### src/rtl/coord_fmt_pkg.sv
// Shared constants and state encoding for the coordinate-to-ASCII line formatter.
// COORD_FMT_LABEL_EN adds the "X="/"Y=" label states.
package coord_fmt_pkg;

  localparam logic [7:0] ASCII_0     = 8'h30;
  localparam logic [7:0] ASCII_MINUS = 8'h2D;
  localparam logic [7:0] ASCII_X     = 8'h58;
  localparam logic [7:0] ASCII_Y     = 8'h59;
  localparam logic [7:0] ASCII_EQ    = 8'h3D;
  localparam logic [7:0] ASCII_CR    = 8'h0D;
  localparam logic [7:0] ASCII_LF    = 8'h0A;

  // Digit index: 0 = hundreds, 1 = tens, 2 = ones.
  localparam logic [1:0] DIG_ONES = 2'd2;

  typedef enum logic [3:0] {
    ST_IDLE   = 4'd0,
    ST_SIGN_X = 4'd1,
    ST_DIG_X  = 4'd2,
    ST_SEP    = 4'd3,
    ST_SIGN_Y = 4'd4,
    ST_DIG_Y  = 4'd5,
    ST_CR     = 4'd6,
    ST_LF     = 4'd7
`ifdef COORD_FMT_LABEL_EN
    ,
    ST_LBL_X  = 4'd8,
    ST_LBL_Y  = 4'd9
`endif
  } state_t;

  function automatic logic [7:0] digit_char(input logic [3:0] d);
    return ASCII_0 + {4'h0, d};
  endfunction

  // Leading-zero suppression: start at hundreds, tens or ones depending on digit count.
  function automatic logic [1:0] first_digit(input logic [1:0] count);
    return 2'd3 - count;
  endfunction

endpackage

### src/rtl/s8_to_bcd.sv
// Combinational split of an 8-bit two's-complement value into sign, BCD digits
// and significant digit count (1..3).
module s8_to_bcd (
  input  logic [7:0] val,
  output logic       neg,
  output logic [3:0] hundreds,
  output logic [3:0] tens,
  output logic [3:0] ones,
  output logic [1:0] count
);

  logic [7:0] mag;
  logic [7:0] rem;

  always_comb begin
    neg = val[7];
    // 0x80 negates to 0x80, which read unsigned is exactly 128.
    mag = val[7] ? (~val + 8'd1) : val;

    if (mag >= 8'd100) begin
      hundreds = 4'd1;
      rem      = mag - 8'd100;
    end else begin
      hundreds = 4'd0;
      rem      = mag;
    end

    tens = 4'd0;
    for (int i = 1; i < 10; i++) begin
      if (rem >= 8'(i * 10)) tens = 4'(i);
    end
    ones = 4'(rem - 8'(tens) * 8'd10);

    if (hundreds != 4'd0)  count = 2'd3;
    else if (tens != 4'd0) count = 2'd2;
    else                   count = 2'd1;
  end

endmodule

### src/rtl/coord_ascii_fmt.sv
// Formats a sampled (x, y) pair as one ASCII line "x,y[CR]LF" for a UART transmitter.
// COORD_FMT_LABEL_EN prefixes the fields with "X=" and "Y=".
//
// state     | meaning
// ----------+-----------------------------------------------
// IDLE      | waiting for start, tx_valid low
// LBL_X     | presenting 'X' then '=' (label build only)
// SIGN_X    | presenting '-' for negative x
// DIG_X     | presenting x digits, hundreds -> ones
// SEP       | presenting the separator byte
// LBL_Y     | presenting 'Y' then '=' (label build only)
// SIGN_Y    | presenting '-' for negative y
// DIG_Y     | presenting y digits
// CR        | presenting carriage return (EOL_CR = 1)
// LF        | presenting line feed, last byte of the line
module coord_ascii_fmt
  import coord_fmt_pkg::*;
#(
  parameter logic [7:0] SEP    = 8'h2C,
  parameter bit         EOL_CR = 1'b1
) (
  input  logic       clk,
  input  logic       rst,
  input  logic       start,
  input  logic [7:0] x,
  input  logic [7:0] y,
  output logic [7:0] tx_data,
  output logic       tx_valid,
  input  logic       tx_ready,
  output logic       busy
);

  state_t     state, state_nxt;
  logic [7:0] cx, cx_nxt;
  logic [7:0] cy, cy_nxt;
  logic [1:0] dig, dig_nxt;
`ifdef COORD_FMT_LABEL_EN
  logic       lbl, lbl_nxt;
`endif

  logic [7:0] bcd_in;
  logic       bcd_neg;
  logic [3:0] bcd_h, bcd_t, bcd_o;
  logic [1:0] bcd_cnt;
  logic [3:0] dig_val;

  // In IDLE the live x is converted so the first byte is known on the accept edge.
  always_comb begin
    case (state)
      ST_IDLE:                        bcd_in = x;
      ST_SEP, ST_SIGN_Y, ST_DIG_Y:    bcd_in = cy;
`ifdef COORD_FMT_LABEL_EN
      ST_LBL_Y:                       bcd_in = cy;
`endif
      default:                        bcd_in = cx;
    endcase
  end

  s8_to_bcd u_bcd (
    .val      (bcd_in),
    .neg      (bcd_neg),
    .hundreds (bcd_h),
    .tens     (bcd_t),
    .ones     (bcd_o),
    .count    (bcd_cnt)
  );

  always_comb begin
    state_nxt = state;
    cx_nxt    = cx;
    cy_nxt    = cy;
    dig_nxt   = dig;
`ifdef COORD_FMT_LABEL_EN
    lbl_nxt   = lbl;
`endif
    if (state == ST_IDLE) begin
      if (start) begin
        cx_nxt = x;
        cy_nxt = y;
`ifdef COORD_FMT_LABEL_EN
        state_nxt = ST_LBL_X;
        lbl_nxt   = 1'b0;
`else
        state_nxt = bcd_neg ? ST_SIGN_X : ST_DIG_X;
        dig_nxt   = first_digit(bcd_cnt);
`endif
      end
    end else if (tx_ready) begin
      case (state)
`ifdef COORD_FMT_LABEL_EN
        ST_LBL_X: begin
          if (lbl) begin
            state_nxt = bcd_neg ? ST_SIGN_X : ST_DIG_X;
            dig_nxt   = first_digit(bcd_cnt);
            lbl_nxt   = 1'b0;
          end else begin
            lbl_nxt = 1'b1;
          end
        end
        ST_LBL_Y: begin
          if (lbl) begin
            state_nxt = bcd_neg ? ST_SIGN_Y : ST_DIG_Y;
            dig_nxt   = first_digit(bcd_cnt);
            lbl_nxt   = 1'b0;
          end else begin
            lbl_nxt = 1'b1;
          end
        end
`endif
        ST_SIGN_X: state_nxt = ST_DIG_X;
        ST_DIG_X: begin
          if (dig == DIG_ONES) state_nxt = ST_SEP;
          else                 dig_nxt   = dig + 2'd1;
        end
        ST_SEP: begin
`ifdef COORD_FMT_LABEL_EN
          state_nxt = ST_LBL_Y;
          lbl_nxt   = 1'b0;
`else
          state_nxt = bcd_neg ? ST_SIGN_Y : ST_DIG_Y;
          dig_nxt   = first_digit(bcd_cnt);
`endif
        end
        ST_SIGN_Y: state_nxt = ST_DIG_Y;
        ST_DIG_Y: begin
          if (dig == DIG_ONES) state_nxt = EOL_CR ? ST_CR : ST_LF;
          else                 dig_nxt   = dig + 2'd1;
        end
        ST_CR:   state_nxt = ST_LF;
        ST_LF:   state_nxt = ST_IDLE;
        default: state_nxt = ST_IDLE;
      endcase
    end
  end

  always_ff @(posedge clk or negedge rst) begin
    if (!rst) begin
      state <= ST_IDLE;
      cx    <= 8'h00;
      cy    <= 8'h00;
      dig   <= 2'd0;
`ifdef COORD_FMT_LABEL_EN
      lbl   <= 1'b0;
`endif
    end else begin
      state <= state_nxt;
      cx    <= cx_nxt;
      cy    <= cy_nxt;
      dig   <= dig_nxt;
`ifdef COORD_FMT_LABEL_EN
      lbl   <= lbl_nxt;
`endif
    end
  end

  always_comb begin
    case (dig)
      2'd0:    dig_val = bcd_h;
      2'd1:    dig_val = bcd_t;
      default: dig_val = bcd_o;
    endcase
  end

  // Output byte depends only on registered state, so it holds through any stall.
  always_comb begin
    case (state)
`ifdef COORD_FMT_LABEL_EN
      ST_LBL_X:             tx_data = lbl ? ASCII_EQ : ASCII_X;
      ST_LBL_Y:             tx_data = lbl ? ASCII_EQ : ASCII_Y;
`endif
      ST_SIGN_X, ST_SIGN_Y: tx_data = ASCII_MINUS;
      ST_DIG_X, ST_DIG_Y:   tx_data = digit_char(dig_val);
      ST_SEP:               tx_data = SEP;
      ST_CR:                tx_data = ASCII_CR;
      ST_LF:                tx_data = ASCII_LF;
      default:              tx_data = 8'h00;
    endcase
  end

  assign tx_valid = (state != ST_IDLE);
  assign busy     = tx_valid;

endmodule

### config.mk
export PLATFORM = sky130hd
export DESIGN_NAME = coord_ascii_fmt
export DESIGN_NICKNAME = d
export VERILOG_FILES = /design/src/rtl/coord_fmt_pkg.sv /design/src/rtl/s8_to_bcd.sv /design/src/rtl/coord_ascii_fmt.sv
export SDC_FILE = /design/constraint.sdc
export NUM_CORES = 1
export LEC_CHECK = 0
export CAP_MARGIN = 10
export CORE_MARGIN = 5
export CORE_UTILIZATION = 45
export DETAILED_ROUTE_END_ITERATION = 16
export PLACE_DENSITY = 0.74
export SLEW_MARGIN = 10
export SYNTH_ARGS = -nofsm -noshare
export SYNTH_HDL_FRONTEND = slang
export SYNTH_SLANG_ARGS = --single-unit
### constraint.sdc
create_clock -name clk -period 5.3 [get_ports clk]
set_input_delay 0.53 -clock clk [delete_from_list [all_inputs] [get_ports clk]]
set_output_delay 0.53 -clock clk [all_outputs]
set_load 0.1 [all_outputs]
## Yosys cells after proc, flatten, opt, wreduce, memory -nomap -nowiden

Cells that the tools add are included.

- Add/sub/neg operators: 6
- Multipliers: 1
- Magnitude comparators: 10
- Equal/unequal tests: 13
- Multiplexer cells: 30
- Bitwise operators: 1
- Reduce and logical (&&, ||, !) cells: 13

Operators by type and width:

| kind | count |
|---|---|
| $pmux W7 S5 | 1 |
| $ge A8 B7 Y1 const B | 4 |
| $mux W4 | 7 |
| $ge A8 B6 Y1 const B | 3 |
| $pmux W4 S6 | 1 |
| $mux W2 | 9 |
| $eq A4 B3 Y1 const B | 4 |
| $ge A8 B5 Y1 const B | 2 |
| $mux W8 | 2 |
| $pmux W8 S2 | 1 |
| $mux W3 | 4 |
| $reduce_bool A4 Y1 | 3 |
| $ne A3 B3 Y1 const B | 3 |
| $add A8 B1 Y8 const B | 1 |
| $eq A4 B2 Y1 const B | 2 |
| $ge A8 B4 Y1 const B | 1 |
| $not A8 Y8 | 1 |
| $pmux W4 S2 | 1 |
| $reduce_and A4 Y1 | 2 |
| $sub A8 B7 Y8 const B | 1 |
| $add A6 B4 Y7 const A | 1 |
| $eq A4 B1 Y1 const B | 1 |
| $logic_not A4 Y1 | 1 |
| $mul A4 B3 Y3 const B | 1 |
| 14 further kinds | 17 |

- Register bits: 22
- Output and inout port bits: 10

## Logic depth before layout (Yosys ltp)

- Depth in word-level cells: 25
- Mapped depth: 28

## Hierarchy

From an unflattened synthesis, not the netlist that was laid out.

- Cells, all modules: 292
- Area total of the unflattened synthesis: 2,467.4 um2

Modules (own cells, without submodules):

| module | times used | cells each | area an instance (um2) | sequential area each (um2) |
|---|---|---|---|---|
| coord_ascii_fmt | 1 | 157 | 1,467.7 | 525.5 |
| s8_to_bcd | 1 | 135 | 999.7 | 0.0 |

## Worst setup path before layout

Ideal clock, no wire load.

- Kind: reg2out
- Start: register state[0]
- End: output port tx_data[2]
- Data arrival time: 6.257 ns
- Data required time: 4.770 ns
- Slack: -1.487 ns
- Stages on the path, launching flop included: 26
- Buffers on the path: 3
- Path through: dfrtp_1 inv_1 ha_1 buf_4 buf_2 nor4_1 nor3_1 inv_1 ha_1 inv_1 or4_1 nor3b_1 or2_1 o22a_1 or2_1 buf_4 a31oi_4 mux2i_1 a221oi_2 or2_1 ha_1 inv_1 fa_1 nor3b_1 a21oi_1 o21ai_1

- Cells in the longest elaborated chain, start to end: 23
- Elaborated cells between the ends (all ways): 42
- Classes of those cells: add/sub (4); mul (1); order compare (10); eq/ne (7); mux (15); bitwise (1); reduce/logical (4)

RTL lines:

| element | RTL line | text |
|---|---|---|
| from (decl) | coord_ascii_fmt.sv:33 | `state_t state, state_nxt;` |
| from (signal assigned) | coord_ascii_fmt.sv:146 | `state <= state_nxt;` |
| $eq A4 B2 Y1 or $eq A4 B3 Y1 (tied branches) | coord_ascii_fmt.sv:49, coord_ascii_fmt.sv:166 |  |
| $reduce_or A3 Y1 | coord_ascii_fmt.sv:49 | `case (state)` |
| $pmux W8 S2 | coord_ascii_fmt.sv:49 |  |
| $not A8 Y8 | s8_to_bcd.sv:18 | `mag = val[7] ? (~val + 8'd1) : val;` |
| $add A8 B1 Y8 | s8_to_bcd.sv:18 |  |
| $mux W8 | s8_to_bcd.sv:18 |  |
| $sub A8 B7 Y8 or $ge A8 B7 Y1 (tied branches) | s8_to_bcd.sv:22, s8_to_bcd.sv:20 |  |
| $mux W8 | s8_to_bcd.sv:20 | `if (mag >= 8'd100) begin` |
| [2 not listed] | -- |  |
| $mux W2 (2 in a row) | s8_to_bcd.sv:30 | `if (rem >= 8'(i * 10)) tens = 4'(i);` |
| $mux W3 (4 in a row) | s8_to_bcd.sv:30 |  |
| $mux W4 (2 in a row) | s8_to_bcd.sv:30 |  |
| $mul A4 B3 Y3 | s8_to_bcd.sv:32 | `ones = 4'(rem - 8'(tens) * 8'd10);` |
| $sub A4 B4 Y4 | s8_to_bcd.sv:32 |  |
| $pmux W4 S2 | coord_ascii_fmt.sv:157 | `case (dig)` |
| $add A6 B4 Y7 | coord_fmt_pkg.sv:33 | `return ASCII_0 + {4'h0, d};` |
| $pmux W7 S5 (*) | coord_ascii_fmt.sv:166 | `case (state)` |
| to (decl) | coord_ascii_fmt.sv:27 | `output logic [7:0] tx_data,` |

Mark *: on every way between the ends. The rest lies on a longest branch, timed or not.

## Worst setup path after layout

- Start: register state[1]
- End: output port tx_data[3]

Same word-level chain as after synthesis.

==> impl_metrics.py <==
metrics = {
    "global_routing": {
        "grt_max_degree": 22,
        "groute.usage.overall_pct": 22.5,
        "grt_pass1_vias": 2527,
        "grt_pass1_wl_um": 11600,
        "grt_overflow": 0,
        "antenna_found_initial": 0,
    },
    "floorplanning": {
        "die_h_um": 80.7,
        "dieArea_um2": 6520,
        "start_util_pct": 47.1,
        "core-area_um2": 4790,
        "fp.dieW_um": 80.7,
        "rows": 25,
        "pin_count": 30,
    },
    "yosys": {
        "synth_top_area_cell": "dfrtp_1",
        "ys.flop_type": "dfrtp_1",
        "synth.cell_area_um2": 2250,
        "netlist_top_cells_count": "21 x dfrtp_1, 20 x nor2_1, 18 x inv_1, 18 x mux2_2, 18 x nand2_1",
        "seq_area_frac_synth_pct": 23.3,
        "yosys_warnings": 0,
        "synth_top_cell_area_share_pct": 23.3,
        "synth_area_leaders": "dfrtp_1 23%, mux2_2 9.0%, ha_1 6.1%, o21ai_0 3.6%, nor2_1 3.3%",
        "synth-seq-cells": 21,
        "ys_async_sr_fraction_pct": 100,
        "synth_edf_count": 0,
        "netlist_instances": 268,
        "synth_most_common_cell": "dfrtp_1",
        "synth.distinct_cells": 65,
        "syn_area_per_cell_um2": 8.40,
    },
    "sta": {
        "worst_slack_ns": -0.704,
        "post-route-min-period_ns": 6.00,
        "drv_slew": 0,
        "max_slew_margin_pct": 35.2,
        "setup_viol": 2,
        "tightest_slew_ns": 0.970,
        "clock.fmax_ghz": 0.167,
        "timing.final.crit_share_pct": 113,
        "fin_worst_skew_ns": 0.00372,
        "hold_viol": 0,
        "rsz0062_at_grt": "yes",
    },
    "clock_tree": {
        "cts-hold-fix-buffers": 0,
        "cts.sinks": 21,
        "cts_root_buf": "clkbuf_8",
        "cts_tree": "built",
        "cts_buffers": 3,
        "cts_htree_levels": 1,
        "insertion_delay_ns": 0.27,
        "clk_pin_slew_ns": 0.08,
        "clockBufferDepth": 2,
    },
    "setup_path": {
        "worstSetupEndpointType": "output pin",
        "crit_buf_inv": 4,
        "crit_chain": "inv_2, ha_4, buf_12, and2_1, a221o_1, or4_4, nor3b_4, or2_1, o22a_1, or3_4, and2_4, xnor2_2, a221oi_2, or2_1, ha_2, inv_2, fa_2, xnor2_2, xnor2_1, nor4_1, nand3b_1, buf_12",
        "start_kind": "flop",
        "cp_slowest_stage_delay_ns": 0.53,
        "critical_path_peak_fanout": 8,
        "r2r_end": "dig[1]",
        "r2r.worst_path.cells": 17,
        "cp_top_family": "simple AND/OR/NAND/NOR gates",
        "rrSetupSlack_ns": 1.24,
        "critical_path_depth": 22,
        "r2r-start": "state[1]",
        "required_ns": 4.77,
        "slowest_stage": "or4_4",
        "cp.arrival_ns": 5.47,
        "path_class": "reg2out",
    },
    "worst_hold_path": {
        "hold_path.class": "reg2reg",
        "hp-start": "cy[1]",
        "whs_endpoint": "cy[1]",
        "hold_depth": 1,
    },
    "outcome": {
        "status": "finished, violations left",
        "violations": "setup timing",
    },
    "route": {
        "wl_um": 7010,
        "drt-wirelength-per-cell_um": 16.0,
        "drt_iter0_drc": 136,
        "vias_per_cell": 5.63,
        "num_vias": 2465,
        "drt_pass1_iterations": 4,
        "drcViolationCount": 0,
        "ant_nets": 0,
    },
    "place": {
        "io_buffers": 27,
        "gp_congestion": 0.927,
        "dp_slack_ns": -0.616,
        "dp_hpwl_um": 5310,
    },
    "cells_and_area": {
        "num_antenna_cells": 0,
        "multiInputGateArea_um2": 1840,
        "drive_above_1_share_pct": 42.0,
        "num-fill-cells": 330,
        "finalNetCount": 404,
        "area_delta_synth_final_pct": 56.3,
        "ff_latch_area_um2": 526,
    },
    "flow_run": {
        "drv_cap": 0,
    },
}
per-layer routing:
| layer | GRT usage [%] | routed length, um | vias up |
|---|---|---|---|
| li1 | - | - | 1216 |
| met1 | 28.4 | 3030 | 1180 |
| met2 | 40.1 | 3650 | 54 |
| met3 | 2.22 | 190 | 15 |
| met4 | 7.77 | 140 | 0 |
| met5 | 0 | 0 | - |
cells in the final DEF (no fill, tap or decap), types with 7 or more instances in the layout:
cell type        instances
buf_4                   81
o21ai_0                 14
nand3_1                  7
dfrtp_1                 21
mux2_2                  18
inv_1                   13
clkdlybuf4s50_1         23
nor2_1                  18
a21oi_1                  7
nand2_1                 17
final cells by class:
class                           count  area share (%)
Sequential cell                    21            14.9
Multi-Input combinational cell    218            52.3
Inverter                           18            1.92
Tap cell                           67            2.38
Clock buffer                        4            1.28
Timing Repair Buffer              110            27.2
registers in the layout, summed over array words and instances (netlist names):
register and count:
cx 8, cy 8, state 3, dig 2
cells by family (layout without fill, tap and decap cells):
group | Yosys count | count (layout) | synth area share, %
compound gates | 85 | 85 | 28.4
xor+xnor | 9 | 9 | 3.50
fa+ha+maj | 13 | 13 | 7.44
buf+inv | 30 | 132 | 6.06
flops | 21 | 21 | 23.3
mux | 20 | 20 | 9.89
other cells | 1 | 2 | 0.167
simple gates | 89 | 89 | 21.2
worst reg2reg max path, cell delays in order, from the launching register on:
cell      delay [ns]
dfrtp_1         0.39
inv_2           0.09
ha_4            0.22
buf_12          0.15
and2_1          0.14
a221o_1         0.40
or4_4           0.53
nor3b_4         0.17
or2_1           0.25
o22a_1          0.26
or2_4           0.27
buf_4           0.14
xnor2_1         0.14
buf_4           0.16
o21ai_1         0.11
nand3_1         0.13
o311ai_1        0.29
o21a_1          0.16
what timing repair did:
action | CTS | global route
resized for setup | 12 | 14
pin swaps | 4 | 7
setup buffers | 6 | 4
hold endpoints to repair | 0 | 0
setup endpoints to repair | 4 | 4
worst max path at each step:
stage                         from    endpoint
after global placement        x[1]  tx_data[2]
after CTS                 state[1]  tx_data[3]
after global routing      state[0]  tx_data[3]
after detailed placement      x[1]  tx_data[3]
after floorplan           state[1]  tx_data[3]
final                     state[1]  tx_data[3]
through the flow:
step	hold slack [ns]	utilization [%]	std cells	instance area, um^2	TNS (ns)
finish	0.533	73.5	438	3520	-1.30
global route	0.542	73.5	438	3520	-2.13
CTS	0.532	71.7	434	3430	-1.06
detailed placement	0.514	68.7	424	3290	-1.14
global placement	0.500	68.7	424	3290	-0.902
floorplan	0.234	-	269	2420	-1.41
Power is not shown: default switching activity piles up to over one toggle a cycle in this logic, so the estimate is an artifact.
